### src/rtl/sprite_arb_pkg.sv
// Shared types for the sprite/CPU memory arbiter: FSM states, port owner
// encoding, default geometry and a saturating-increment helper.
package sprite_arb_pkg;

    localparam int ARB_ADDR_W    = 16;
    localparam int ARB_DATA_W    = 32;
    localparam int ARB_BURST_LEN = 64;
    localparam int ARB_CPU_MAX   = 4;

    typedef enum logic [1:0] {
        IDLE      = 2'd0,
        SPR_BURST = 2'd1,
        CPU_RUN   = 2'd2
    } arb_state_t;

    typedef enum logic {
        OWN_CPU = 1'b0,
        OWN_SPR = 1'b1
    } owner_t;

    // Increment a 16-bit statistic, holding at all-ones instead of wrapping.
    function automatic logic [15:0] sat_inc16(input logic [15:0] value);
        logic [15:0] result;
        if (value == 16'hFFFF) begin
            result = value;
        end else begin
            result = value + 16'd1;
        end
        return result;
    endfunction

endpackage

### src/rtl/arb_burst_counter.sv
// Loadable up-counter with a terminal-count flag. The count holds at MAX_VAL
// so it never wraps; tc is high while the count equals TC_VAL.
module arb_burst_counter #(
    parameter int W       = 7,
    parameter int MAX_VAL = 64,
    parameter int TC_VAL  = 63
) (
    input  logic         clk,
    input  logic         rst_n,
    input  logic         load,
    input  logic [W-1:0] load_val,
    input  logic         inc,
    output logic         tc
);

    logic [W-1:0] cnt_r;

    // Count register: load wins over increment; increment stops at MAX_VAL.
    always_ff @(posedge clk or negedge rst_n) begin
        if (!rst_n) begin
            cnt_r <= {W{1'b0}};
        end else if (load) begin
            cnt_r <= load_val;
        end else if (inc && (cnt_r != W'(MAX_VAL))) begin
            cnt_r <= cnt_r + W'(1);
        end else begin
            cnt_r <= cnt_r;
        end
    end

    assign tc = (cnt_r == W'(TC_VAL));

endmodule

### src/rtl/sprite_mem_arbiter.sv
// Arbiter sharing one asynchronous-read memory port between CPU load/store
// traffic and sprite-load bursts. A sprite grant locks the port for up to
// BURST_LEN beats; the CPU gets at most CPU_MAX consecutive beats while a
// sprite request is pending; otherwise ownership alternates round-robin.
// Grants are combinational so the grant cycle is the access cycle.
// Optional build macro: SPRITE_MEM_ARB_STATS_EN adds stat_cpu_wait and
// stat_bursts statistic outputs without changing arbitration.
module sprite_mem_arbiter
    import sprite_arb_pkg::*;
#(
    parameter int ADDR_W    = ARB_ADDR_W,
    parameter int DATA_W    = ARB_DATA_W,
    parameter int BURST_LEN = ARB_BURST_LEN,
    parameter int CPU_MAX   = ARB_CPU_MAX
) (
    input  logic              clk,
    input  logic              rst_n,
    input  logic              cpu_req,
    input  logic              cpu_we,
    input  logic [ADDR_W-1:0] cpu_addr,
    input  logic [DATA_W-1:0] cpu_wdata,
    output logic              cpu_gnt,
    output logic [DATA_W-1:0] cpu_rdata,
    input  logic              spr_req,
    input  logic [ADDR_W-1:0] spr_addr,
    output logic              spr_gnt,
    output logic [DATA_W-1:0] spr_rdata,
    output logic [ADDR_W-1:0] mem_addr,
    output logic              mem_re,
    output logic              mem_we,
    output logic [DATA_W-1:0] mem_wdata,
    input  logic [DATA_W-1:0] mem_rdata
`ifdef SPRITE_MEM_ARB_STATS_EN
    ,
    output logic [15:0]       stat_cpu_wait,
    output logic [15:0]       stat_bursts
`endif
);

    localparam int   BEAT_W   = $clog2(BURST_LEN) + 1;
    localparam int   RUN_W    = $clog2(CPU_MAX) + 1;
    // A single-beat burst completes in the cycle it is granted.
    localparam logic ONE_BEAT = (BURST_LEN == 1);

    arb_state_t state_r, next_state_s;
    owner_t     last_owner_r, owner_val_s;
    logic       owner_set_s;
    logic       cpu_gnt_s, spr_gnt_s;
    logic       beat_load_s, beat_inc_s, beat_tc_s;
    logic       run_load_s, run_inc_s, run_tc_s;

    // Beat counter: 1 after the first sprite beat, tc flags the last beat.
    arb_burst_counter #(
        .W       (BEAT_W),
        .MAX_VAL (BURST_LEN),
        .TC_VAL  (BURST_LEN - 1)
    ) u_beat_cnt (
        .clk      (clk),
        .rst_n    (rst_n),
        .load     (beat_load_s),
        .load_val (BEAT_W'(1)),
        .inc      (beat_inc_s),
        .tc       (beat_tc_s)
    );

    // Run counter: consecutive CPU beats, tc flags the CPU_MAX limit.
    arb_burst_counter #(
        .W       (RUN_W),
        .MAX_VAL (CPU_MAX),
        .TC_VAL  (CPU_MAX)
    ) u_run_cnt (
        .clk      (clk),
        .rst_n    (rst_n),
        .load     (run_load_s),
        .load_val (RUN_W'(1)),
        .inc      (run_inc_s),
        .tc       (run_tc_s)
    );

    // State and last-owner registers; reset aborts any burst in flight.
    always_ff @(posedge clk or negedge rst_n) begin
        if (!rst_n) begin
            state_r      <= IDLE;
            last_owner_r <= OWN_CPU;
        end else begin
            state_r <= next_state_s;
            if (owner_set_s) begin
                last_owner_r <= owner_val_s;
            end else begin
                last_owner_r <= last_owner_r;
            end
        end
    end

    // Next-state and grant decode from registered state and live requests.
    always_comb begin
        next_state_s = state_r;
        cpu_gnt_s    = 1'b0;
        spr_gnt_s    = 1'b0;
        beat_load_s  = 1'b0;
        beat_inc_s   = 1'b0;
        run_load_s   = 1'b0;
        run_inc_s    = 1'b0;
        owner_set_s  = 1'b0;
        owner_val_s  = last_owner_r;
        if (!rst_n) begin
            // Nothing is granted while reset is held.
            next_state_s = IDLE;
        end else begin
            case (state_r)
                IDLE: begin
                    if (spr_req && (!cpu_req || (last_owner_r == OWN_CPU))) begin
                        spr_gnt_s   = 1'b1;
                        beat_load_s = 1'b1;
                        if (ONE_BEAT) begin
                            owner_set_s  = 1'b1;
                            owner_val_s  = OWN_SPR;
                            next_state_s = IDLE;
                        end else begin
                            next_state_s = SPR_BURST;
                        end
                    end else if (cpu_req) begin
                        cpu_gnt_s    = 1'b1;
                        run_load_s   = 1'b1;
                        next_state_s = CPU_RUN;
                    end else begin
                        next_state_s = IDLE;
                    end
                end
                SPR_BURST: begin
                    if (spr_req) begin
                        spr_gnt_s  = 1'b1;
                        beat_inc_s = 1'b1;
                        if (beat_tc_s) begin
                            owner_set_s  = 1'b1;
                            owner_val_s  = OWN_SPR;
                            next_state_s = IDLE;
                        end else begin
                            next_state_s = SPR_BURST;
                        end
                    end else begin
                        // Early release: the sprite side gave up the port.
                        owner_set_s  = 1'b1;
                        owner_val_s  = OWN_SPR;
                        next_state_s = IDLE;
                    end
                end
                CPU_RUN: begin
                    if (spr_req && (run_tc_s || !cpu_req)) begin
                        // Hand the port to the sprite side with no idle bubble.
                        spr_gnt_s   = 1'b1;
                        beat_load_s = 1'b1;
                        owner_set_s = 1'b1;
                        if (ONE_BEAT) begin
                            owner_val_s  = OWN_SPR;
                            next_state_s = IDLE;
                        end else begin
                            owner_val_s  = OWN_CPU;
                            next_state_s = SPR_BURST;
                        end
                    end else if (cpu_req) begin
                        cpu_gnt_s    = 1'b1;
                        run_inc_s    = 1'b1;
                        next_state_s = CPU_RUN;
                    end else begin
                        owner_set_s  = 1'b1;
                        owner_val_s  = OWN_CPU;
                        next_state_s = IDLE;
                    end
                end
                default: begin
                    next_state_s = IDLE;
                end
            endcase
        end
    end

    // Memory port mux: the granted side drives the port, otherwise it is quiet.
    always_comb begin
        mem_addr  = {ADDR_W{1'b0}};
        mem_re    = 1'b0;
        mem_we    = 1'b0;
        mem_wdata = {DATA_W{1'b0}};
        if (spr_gnt_s) begin
            mem_addr = spr_addr;
            mem_re   = 1'b1;
        end else if (cpu_gnt_s) begin
            mem_addr  = cpu_addr;
            mem_re    = !cpu_we;
            mem_we    = cpu_we;
            mem_wdata = cpu_we ? cpu_wdata : {DATA_W{1'b0}};
        end else begin
            mem_addr = {ADDR_W{1'b0}};
        end
    end

    assign cpu_gnt   = cpu_gnt_s;
    assign spr_gnt   = spr_gnt_s;
    assign cpu_rdata = mem_rdata;
    assign spr_rdata = mem_rdata;

`ifdef SPRITE_MEM_ARB_STATS_EN
    logic [15:0] stat_cpu_wait_r;
    logic [15:0] stat_bursts_r;
    logic        burst_done_s;

    // A full-length burst completes on the grant of its final beat.
    assign burst_done_s = spr_gnt_s & ((state_r == SPR_BURST) ? beat_tc_s : ONE_BEAT);

    // Statistics: CPU stall cycles saturate, completed bursts wrap.
    always_ff @(posedge clk or negedge rst_n) begin
        if (!rst_n) begin
            stat_cpu_wait_r <= 16'd0;
            stat_bursts_r   <= 16'd0;
        end else begin
            if (cpu_req && !cpu_gnt_s) begin
                stat_cpu_wait_r <= sat_inc16(stat_cpu_wait_r);
            end else begin
                stat_cpu_wait_r <= stat_cpu_wait_r;
            end
            if (burst_done_s) begin
                stat_bursts_r <= stat_bursts_r + 16'd1;
            end else begin
                stat_bursts_r <= stat_bursts_r;
            end
        end
    end

    assign stat_cpu_wait = stat_cpu_wait_r;
    assign stat_bursts   = stat_bursts_r;
`endif

endmodule

### config.mk
export PLATFORM = sky130hd
export DESIGN_NAME = sprite_mem_arbiter
export DESIGN_NICKNAME = d
export VERILOG_FILES = /design/src/rtl/sprite_arb_pkg.sv /design/src/rtl/arb_burst_counter.sv /design/src/rtl/sprite_mem_arbiter.sv
export SDC_FILE = /design/constraint.sdc
export NUM_CORES = 1
export LEC_CHECK = 0
export CAP_MARGIN = 20
export CORE_AREA = 2 2 89 91
export CTS_CLUSTER_DIAMETER = 60
export DETAILED_ROUTE_END_ITERATION = 12
export DIE_AREA = 0 0 91 93
export PLACE_DENSITY = 0.77
export RECOVER_POWER = 50
export SLEW_MARGIN = 20
export SYNTH_ARGS = -nofsm -noshare
export SYNTH_HDL_FRONTEND = slang
export SYNTH_SLANG_ARGS = --single-unit
### constraint.sdc
create_clock -name clk -period 2.45 [get_ports clk]
set_clock_uncertainty 0.15 [all_clocks]
set_input_delay 0.49 -clock clk [delete_from_list [all_inputs] [get_ports clk]]
set_output_delay 0.49 -clock clk [all_outputs]
set_load 0.01 [all_outputs]
==> results of run 1 <==
layout make-up:
cell class,count,area (sq um)
Multi-Input combinational cell,148,1070
Inverter,10,50.0
Clock buffer,3,41.3
Sequential cell,13,325
Timing Repair Buffer,165,1550
Tap cell,102,128
Fill cell,779,4350
Clock inverter,1,5.00
Timing Repair inverter,1,8.76
worst min-delay path by stage:
stage | startpoint | endpoint | slack, ps | cells after the start
finish | rst_n | last_owner_r | 270 | 2
global route | rst_n | u_run_cnt.cnt_r[2] | 290 | 2
CTS | rst_n | last_owner_r | 250 | 2
detailed placement | u_beat_cnt.cnt_r[0] | u_beat_cnt.cnt_r[0] | 410 | 2
global placement | u_beat_cnt.cnt_r[5] | u_beat_cnt.cnt_r[5] | 400 | 2
floorplan | rst_n | last_owner_r | 40 | 0
registers in the layout, indices dropped and copies added (netlist names):
register / count
u_beat_cnt.cnt_r: 7
u_run_cnt.cnt_r: 3
state_r: 2
last_owner_r: 1
placed cells by master (no fill, tap or decap), types with 2 or more instances in the layout:
| master | count |
|---|---|
| clkdlybuf4s50_1 | 65 |
| buf_6 | 44 |
| nand2_1 | 25 |
| and2_4 | 25 |
| buf_2 | 25 |
| buf_4 | 23 |
| nand3_1 | 16 |
| o21ai_2 | 16 |
| dfrtp_1 | 13 |
| nor2_1 | 9 |
| and2_1 | 9 |
| ha_1 | 6 |
| inv_1 | 5 |
| inv_2 | 4 |
| nand3_2 | 4 |
| xnor2_1 | 4 |
| nand4_1 | 3 |
| and3_1 | 3 |
| xor2_1 | 3 |
| clkbuf_8 | 3 |
| nand2b_1 | 2 |
| a21oi_1 | 2 |
| dlygate4sd2_1 | 2 |
| buf_12 | 2 |
| clkbuf_1 | 2 |
power breakdown:
part	total, mW	switching [mW]	leakage [nW]	internal, mW
sequential	0.264	0.0232	0.166	0.241
clock	0.187	0.0753	0.0255	0.112
combinational	0.648	0.274	1.28	0.374
total	1.10	0.372	1.47	0.727
stage by stage:
step                utilization (%)  setup TNS, ps  instances  worst slack, ps  total power [mW]
floorplan                         -              0        244             2.31             0.614
global placement               38.0         -46980        417             -981             0.806
detailed placement             38.0         -49630        417            -1030             0.819
CTS                            40.6         -16540        438             -437              1.07
global route                   42.2         -20990        443             -483              1.17
finish                         42.2         -16630        443             -390              1.10
critical path, cell delays in order, from the launching register on:
cell and delay [ps]:
dfrtp_1 360, inv_2 50, ha_4 150, a21bo_1 200
a221o_1 360, a211oi_4 300, buf_6 180, buf_12 120
and2_4 140, buf_6 90
kinds of logic (layout without fill, tap and decap cells):
kind of cell / count (synthesis) / after routing / share of synthesized area (%)
multiplexers: 1 / 1 / 0.551
AND/OR/NAND/NOR: 100 / 100 / 28.4
buffers and inverters: 83 / 180 / 32.1
flip-flops: 13 / 13 / 17.9
adder cells (fa/ha/maj): 8 / 8 / 5.51
XOR/XNOR: 7 / 7 / 3.37
AO/OA/AOI/OAI: 32 / 32 / 12.2
routing by layer:
metal | GRT usage, % | up-vias | wire length (um)
li1 | - | 936 | -
met5 | 0 | - | 0
met4 | 1.39 | 0 | 10
met2 | 27.6 | 115 | 3800
met1 | 16.6 | 900 | 2600
met3 | 5.08 | 2 | 630
repair_timing:
item | 4_1_cts | 5_1_grt
endpoints found under the setup margin | 52 | 52
setup buffers | 14 | 9
cloned | 3 | 1
resized for setup | 270 | 40
pin swaps | 18 | 22
==> results.md, run 1 <==
* Outcome: finished with violations
* Failing checks: negative setup slack
* Routability cong. at 0.771
* CP Launch Point: u_run_cnt.cnt_r[1]
* Fin area at 3180 sq um
* Root Buffer: clkbuf_8
* Die area at 8460 sq um
* Final worst slack at -390 ps
* Clk Latency, worst-skew pair at 240 ps
* Crit path time final at 2840 ps
* Async set-reset flop share out of synthesis at 100%
* Standard-cell rows at 32
* Crit path arrival time at 2200 ps
* Die width at 91 um
* H-tree levels at 1
* Synthesis-to-finish area growth at 74.7%
* Worst r2r dst: u_beat_cnt.cnt_r[1]
* Fin. max-slew vios at 0
* DR DRC count at 0
* CTS Buffer Depth at 2
* Ranking of synthesized cells by area: buf_4 (26%), dfrtp_1 (18%), and2_1 (12%)
* Global-route wire length before repair at 10100 um
* Clock Sinks at 13
* Hold Fails Final Rpt at 0
* Cell count after synthesis at 244
* CTS tree: built
* Vias at 1953
* Fmax at 0.352 GHz
* Worst Setup Start Kind: register
* Initial Util at 24.2%
* Top-area cell type share of the netlist area at 26.4%
* Peak supply drop at 265 uV
* CP endpoint: mem_wdata[8]
* Vias in the first global route at 1897
* Worst-path clk slew at 60 ps
* Placed cell areas at 2860 sq um
* DP Wirelength at 5170 um
* IO buf count at 120
* Vias per cell at 4.41
* Power Density at 346 nW/um^2
* Hold_ws at 274 ps
* Routed WL at 7030 um
* Commonest cells post-synth: buf_4 (64), and2_1 (34), nand2_1 (25)
* Fin crit share at 116%
* Dominant cell type by area after synthesis: buf_4
* Synth Flop Type: dfrtp_1
* N_diodes at 0
* P_leak at 1.47 nW
* Final setup fails at 51
* GRT Util Overall at 14.7%
* Relative max-transition margin at 56.6%
* Number of synthesized flops with an enable pin at 0
* I/O pin count at 217
* Worst EP required at 1810 ps
* Gr ovfl total at 0
* Max-cap violations at 0
* Iteration-0 DRC Markers at 42
* Crit path kind: reg -> out
* Pin count of the biggest net entering global routing at 19
* Flop-to-flop setup slack at 630 ps
* Worst min path class: in -> async
* Syn Area/Cell at 7.45 sq um
* Pre-antenna DRT Iters at 4
* RSZ-0062 raised after global routing: yes
* YS warnings at 0
* Critical Path Fanout Max at 8
* Yosys reg bits at 13
* Worst slew pin tran at 652 ps
* Cell area after synthesis at 1820 sq um
* R2r startpoint: state_r[0]
* Net Count, Synth at 353
* Unique masters post-synth at 38
* Area of the core at 7530 sq um
* CTS buffer count at 3
* Die Y at 93 um
* Nature of the critical path endpoint: output pin
* Final net count at 451
* Hold-fix buffers at CTS at 0
* Top-count cell post-synth: buf_4
* Post-DR wirelength/cell at 15.9 um
* Register area share after synthesis at 17.9%
* Initial antenna violation count at 0
* Share of layout cells above drive strength 1 at 45.7%
* R2R cell count at 7
* Antenna-violating nets left at 0
Note: power is estimated with default switching activity, not from simulation.
==> run 2, diff against run 1 <==
- CORE_AREA: 2 2 89 91 -> 2 2 85 87
- DIE_AREA: 0 0 91 93 -> 0 0 87 89
- DONT_BUFFER_PORTS: unset -> 1
- PLACE_DENSITY: 0.77 -> 0.4
==> results.md, run 2 (same netlist as run 1, synthesis figures left out) <==
* Critical Path Fanout Max at 8 (unchanged)
* Standard-cell rows at 30 (was 32)
* GR peak layer: met2 (unchanged)
* Relative max-transition margin at 58.2% (was 56.6%)
* Setup TNS at -9670 ps (was -16630 ps)
* Post-DR wirelength/cell at 24.4 um (was 15.9 um)
* Clk network pwr share at 21.8% (was 17.0%)
* RSZ-0062 raised after global routing: yes (unchanged)
* Worst slew pin tran at 625 ps (was 652 ps)
* Combinational Power Share at 49.1% (was 58.9%)
* Vias in the first global route at 1394 (was 1897)
* # fillers at 734 (was 779)
* Hold Fails Final Rpt at 0 (unchanged)
* Most common cell after layout, fill and taps aside: and2_4 (was clkdlybuf4s50_1)
* Hold Path Stages at 2
* Most frequent cells in the layout: and2_4 (33), nand2_1 (24), buf_4 (23) (was clkdlybuf4s50_1 (65), buf_6 (44), nand2_1 (25), and2_4 (25), buf_2 (25))
* Final setup fails at 50 (was 51)
* DP Wirelength at 5700 um (was 5170 um)
* Vias at 1467 (was 1953)
* Die Y at 89 um (was 93 um)
* Global-route wire length before repair at 8890 um (was 10100 um)
* Share of layout cells above drive strength 1 at 45.9% (was 45.7%)
* P_sw at 0.334 mW (was 0.372 mW)
* Final Core Density at 29.9% (was 42.2%)
* Gr ovfl total at 0 (unchanged)
* Flop-to-flop setup slack at 680 ps (was 630 ps)
* P_int at 0.573 mW (was 0.727 mW)
* N_diodes at 0 (unchanged)
* Vias per cell at 5.08 (was 4.41)
* I/O pin count at 217 (unchanged)
* R2r startpoint: state_r[1] (was state_r[0])
* CTS tree: built (unchanged)
* Largest Register: u_beat_cnt.cnt_r (unchanged)
* Root Buffer: clkbuf_8 (unchanged)
* Setup slack at placement at -49.6 ps (was -1030 ps)
* Sw frac at 36.8% (was 33.9%)
* GRT Util Overall at 15.9% (was 14.7%)
* Hold_ws at 302 ps (was 274 ps)
* Flop pwr share at 29.1% (was 24.0%)
* Worst min path class: in -> reg (was in -> async)
* Fmax at 0.368 GHz (was 0.352 GHz)
* Worst-path clk slew at 60 ps (about the same)
* Nature of the critical path endpoint: output pin (unchanged)
* Hold endpoint: u_beat_cnt.cnt_r[0]
* Die area at 7740 sq um (was 8460 sq um)
* Routed WL at 7060 um (was 7030 um)
* Worst r2r dst: u_beat_cnt.cnt_r[1] (unchanged)
* Fin area at 2010 sq um (was 3180 sq um)
* Area of the core at 6720 sq um (was 7530 sq um)
* Antenna-violating nets left at 0 (unchanged)
* Peak supply drop at 301 uV (was 265 uV)
* Hold wc startpoint: spr_req
* Iteration-0 DRC Markers at 37 (was 42)
* Pin count of the biggest net entering global routing at 19 (unchanged)
* Crit path arrival time at 2080 ps (was 2200 ps)
* Regs by FF count: u_beat_cnt.cnt_r: 7 flops, u_run_cnt.cnt_r: 3 flops, state_r: 2 flops (unchanged)
* Clock Sinks at 13 (unchanged)
* Placed cell areas at 1640 sq um (was 2860 sq um)
* Crit path kind: reg -> out (unchanged)
* Final net count at 319 (was 451)
* Worst EP required at 1810 ps (about the same)
* Met3 GRT Util at 13.4% (was 5.08%)
* GRT met2 Usage at 25.0% (was 27.6%)
* Routability cong. at 0.754 (was 0.771)
* GR Util met1 at 16.1% (was 16.6%)
* DR DRC count at 0 (unchanged)
* Outcome: finished with violations (unchanged)
* Fin crit share at 111% (was 116%)
* Synthesis-to-finish area growth at 10.5% (was 74.7%)
* Initial antenna violation count at 0 (unchanged)
* H-tree levels at 1 (unchanged)
* Power Density at 451 nW/um^2 (was 346 nW/um^2)
* R2R cell count at 7 (unchanged)
* Final worst slack at -268 ps (was -390 ps)
* CTS Buffer Depth at 2 (unchanged)
* Max-cap violations at 0 (unchanged)
* Crit path time final at 2720 ps (was 2840 ps)
* IO buf count at 0 (was 120)
* Die width at 87 um (was 91 um)
* Failing checks: negative setup slack (unchanged)
* Worst Setup Start Kind: register (unchanged)
* Initial Util at 27.1% (was 24.2%)
* CTS buffer count at 3 (unchanged)
* Fin. max-slew vios at 0 (unchanged)
* P_leak at 0.876 nW (was 1.47 nW)
* Pre-antenna DRT Iters at 4 (unchanged)
* Clk Latency, worst-skew pair at 250 ps (was 240 ps)
* Max reg flops at 7 (unchanged)
==> run 2: critical path, stage by stage, from the launching register on <==
cell       delay (ps)
dfrtp_1           360
inv_2              60
ha_4              150
a21bo_1           180
a221o_1           370
a211oi_4          270
buf_6             150
clkbuf_16         140
and2_4            160
==> run 2: repair_timing <==
| item | 4_1_cts | 5_1_grt |
|---|---|---|
| buffers inserted | 5 | 1 |
| gates cloned | 1 | 3 |
| resized for setup | 15 | 44 |
| hold endpoints to repair | 13 | 0 |
| endpoints found under the setup margin | 51 | 52 |
| pin swaps | 1 | 17 |
| hold buffers | 1 | 0 |
==> run 2: worst max path at each step <==
stage,startpoint,end,slack [ps]
2_1_floorplan,u_run_cnt.cnt_r[1],mem_wdata[22],2
3_3_place_gp,u_run_cnt.cnt_r[0],mem_wdata[31],-30
3_5_place_dp,u_run_cnt.cnt_r[0],mem_wdata[1],-50
4_1_cts,u_run_cnt.cnt_r[0],mem_wdata[20],-310
5_1_grt,u_run_cnt.cnt_r[0],mem_wdata[12],-350
6_report,u_run_cnt.cnt_r[0],mem_wdata[7],-270
==> run 2: layer usage <==
metal | up-vias | part of all wire, %
met4 | 0 | 1.5
met1 | 677 | 31
met2 | 105 | 49
met5 | - | 0
li1 | 666 | -
met3 | 19 | 18
==> run 2: layout make-up <==
| type | instances | area, sq um | area share [%] |
|---|---|---|---|
| timing repair buffer | 34 | 354 | 17.6 |
| sequential | 13 | 325 | 16.2 |
| tap | 80 | 100 | 4.98 |
| clock inverter | 1 | 5.00 | 0.249 |
| multi-input combinational | 148 | 1130 | 56.4 |
| inverter | 10 | 50.0 | 2.49 |
| clock buffer | 3 | 41.3 | 2.05 |
==> run 2: power groups by stage <==
stage	logic (mW)	registers [mW]	clock network (mW)
after CTS	0.396	0.264	0.207
after floorplan	0.350	0.265	0
final	0.445	0.264	0.198
after global routing	0.485	0.268	0.216
after detailed placement	0.348	0.269	0
after global placement	0.345	0.267	0
==> run 2: metrics by stage <==
stage,instances,total power [mW]
2_1_floorplan,244,0.614
3_3_place_gp,275,0.612
3_5_place_dp,275,0.617
4_1_cts,286,0.866
5_1_grt,289,0.969
6_report,289,0.906
==> run 3, diff against run 2 <==
- CORE_AREA: 2 2 85 87 -> 2 2 104 66
- DIE_AREA: 0 0 87 89 -> 0 0 106 68
- PLACE_DENSITY: 0.4 -> 0.43
==> results.md, run 3 (same netlist as run 1, synthesis figures left out) <==
* Outcome: finished with violations (unchanged)
* Failing checks: negative setup slack (unchanged)
* Final setup fails at 51 (was 50)
* Root Buffer: clkbuf_8 (unchanged)
* Dpl cells at 284 (was 275)
* Pin count of the biggest net entering global routing at 18 (was 19)
* Die width at 106 um (was 87 um)
* Initial antenna violation count at 0 (unchanged)
* FF/Latch Area at 325 sq um (unchanged)
* Max-cap violations at 0 (unchanged)
* # fillers at 656 (was 734)
* Final worst slack at -264 ps (was -268 ps)
* Fin. max-slew vios at 0 (unchanged)
* Die Y at 68 um (was 89 um)
* Initial Util at 28.6% (was 27.1%)
* H-tree levels at 1 (unchanged)
* Worst Setup Start Kind: register (unchanged)
* Pre-antenna DRT Iters at 4 (unchanged)
* Worst slew pin tran at 686 ps (was 625 ps)
* Standard-cell rows at 23 (was 30)
* Fin crit share at 111% (about the same)
* Relative max-transition margin at 54.1% (was 58.2%)
* Vias per cell at 5.02 (was 5.08)
* Clock Sinks at 13 (unchanged)
* Peak supply drop at 186 uV (was 301 uV)
* Most frequent cells in the layout: and2_4 (34), buf_4 (28), nand2_1 (25) (was and2_4 (33), nand2_1 (24), buf_4 (23))
* Clk Latency, worst-skew pair at 250 ps (about the same)
* Power Density at 457 nW/um^2 (was 451 nW/um^2)
* Hold Path Stages at 2 (unchanged)
* Most common cell after layout, fill and taps aside: and2_4 (unchanged)
* Largest Register: u_beat_cnt.cnt_r (unchanged)
* Share of layout cells above drive strength 1 at 48.1% (was 45.9%)
* Final net count at 326 (was 319)
* Regs by FF count: u_beat_cnt.cnt_r: 7 flops, u_run_cnt.cnt_r: 3 flops, state_r: 2 flops (unchanged)
* Gr ovfl total at 0 (unchanged)
* Multi-input logic area at 1140 sq um (was 1130 sq um)
* Nature of the critical path endpoint: output pin (unchanged)
* Setup slack at placement at -116 ps (was -49.6 ps)
* IO buf count at 0 (unchanged)
* Vias in the first global route at 1416 (was 1394)
* Routability cong. at 0.747 (was 0.754)
* Iteration-0 DRC Markers at 41 (was 37)
* Crit path time final at 2710 ps (was 2720 ps)
* CTS Buffer Depth at 2 (unchanged)
* Area of the core at 6360 sq um (was 6720 sq um)
* N_diodes at 0 (unchanged)
* DP Wirelength at 3880 um (was 5700 um)
* Die area at 7210 sq um (was 7740 sq um)
* Fmax at 0.368 GHz (about the same)
* Crit path arrival time at 2070 ps (was 2080 ps)
* CTS buffer count at 3 (unchanged)
* Setup TNS at -11520 ps (was -9670 ps)
* CTS tree: built (unchanged)
* P_leak at 0.900 nW (was 0.876 nW)
* Antenna-violating nets left at 0 (unchanged)
* Worst-path clk slew at 70 ps (was 60 ps)
* Global-route wire length before repair at 7330 um (was 8890 um)
* Max reg flops at 7 (unchanged)
* Worst EP required at 1810 ps (about the same)
* Synthesis-to-finish area growth at 14.7% (was 10.5%)
* RSZ-0062 raised after global routing: yes (unchanged)
* DR DRC count at 0 (unchanged)
* Post-DR wirelength/cell at 17.7 um (was 24.4 um)
* I/O pin count at 217 (unchanged)
* Routed WL at 5370 um (was 7060 um)
* Critical Path Fanout Max at 16 (was 8)
* Worst min path class: in -> reg (unchanged)
* Final Core Density at 32.8% (was 29.9%)
* Vias at 1522 (was 1467)
* Hold Fails Final Rpt at 0 (unchanged)
* R2R cell count at 7 (unchanged)
* Crit path kind: reg -> out (unchanged)
* GRT Util Overall at 13.5% (was 15.9%)
* Final Non-Filler Cells at 303 (was 289)
## run 3: changes by cell type in the layout (fill, tap and decap cells not counted), sizes merged
cell | previous run | this run
buf | 30 | 38
and2 | 34 | 35
clkbuf | 6 | 4
## run 3: through the flow
step	area, sq um	total power [mW]	hold slack, ps
after detailed placement	1670	0.627	44.7
after global placement	1670	0.624	44.8
final	2080	0.953	307
after global routing	2080	1.03	329
after CTS	2000	0.932	275
after floorplan	1890	0.614	44.4
## run 3: worst paths after layout
check	from	to	slack, ps
min reg2reg	last_owner_r	last_owner_r	410
max reg2reg	u_run_cnt.cnt_r[0]	state_r[0]	650
min	spr_req	u_beat_cnt.cnt_r[0]	310
max in group asynchronous	rst_n	u_run_cnt.cnt_r[1]	1130
max	u_run_cnt.cnt_r[0]	mem_wdata[0]	-260
min in group asynchronous	rst_n	u_beat_cnt.cnt_r[5]	570
## run 3: worst max-delay path: stages (launching register included)
cell and delay (ps):
dfrtp_1 370, inv_2 60, ha_4 150, a21bo_1 180, a221o_1 360, a211oi_4 220
buf_6 160, buf_16 140, and2_4 170
## run 3: area by class of cell
cell class	instances	area share (%)
Tap cell	87	5.22
Clock inverter	1	0.240
Multi-Input combinational cell	149	54.7
Sequential cell	13	15.6
Clock buffer	3	1.98
Inverter	10	2.04
Timing Repair Buffer	40	20.2
## run 3: per-layer routing
metal	global-route usage [%]	vias up	part of all wire (%)
li1	-	687	-
met1	15.8	703	39
met2	21.7	124	47
met3	6.86	8	12
met4	4.28	0	1.5
met5	0	-	0
## run 3: repair_timing
item                       CTS  global route
pin swaps                    5             8
hold endpoints to repair    13             0
cloned                       3             1
setup buffers                7             3
hold buffers                 1             0
setup endpoints to repair   52            52
resized for setup           51            12
## run 3: power by group
part | switching, mW | internal (mW) | total [mW]
clock | 0.0845 | 0.112 | 0.197
combinational | 0.236 | 0.255 | 0.490
sequential | 0.0250 | 0.241 | 0.266
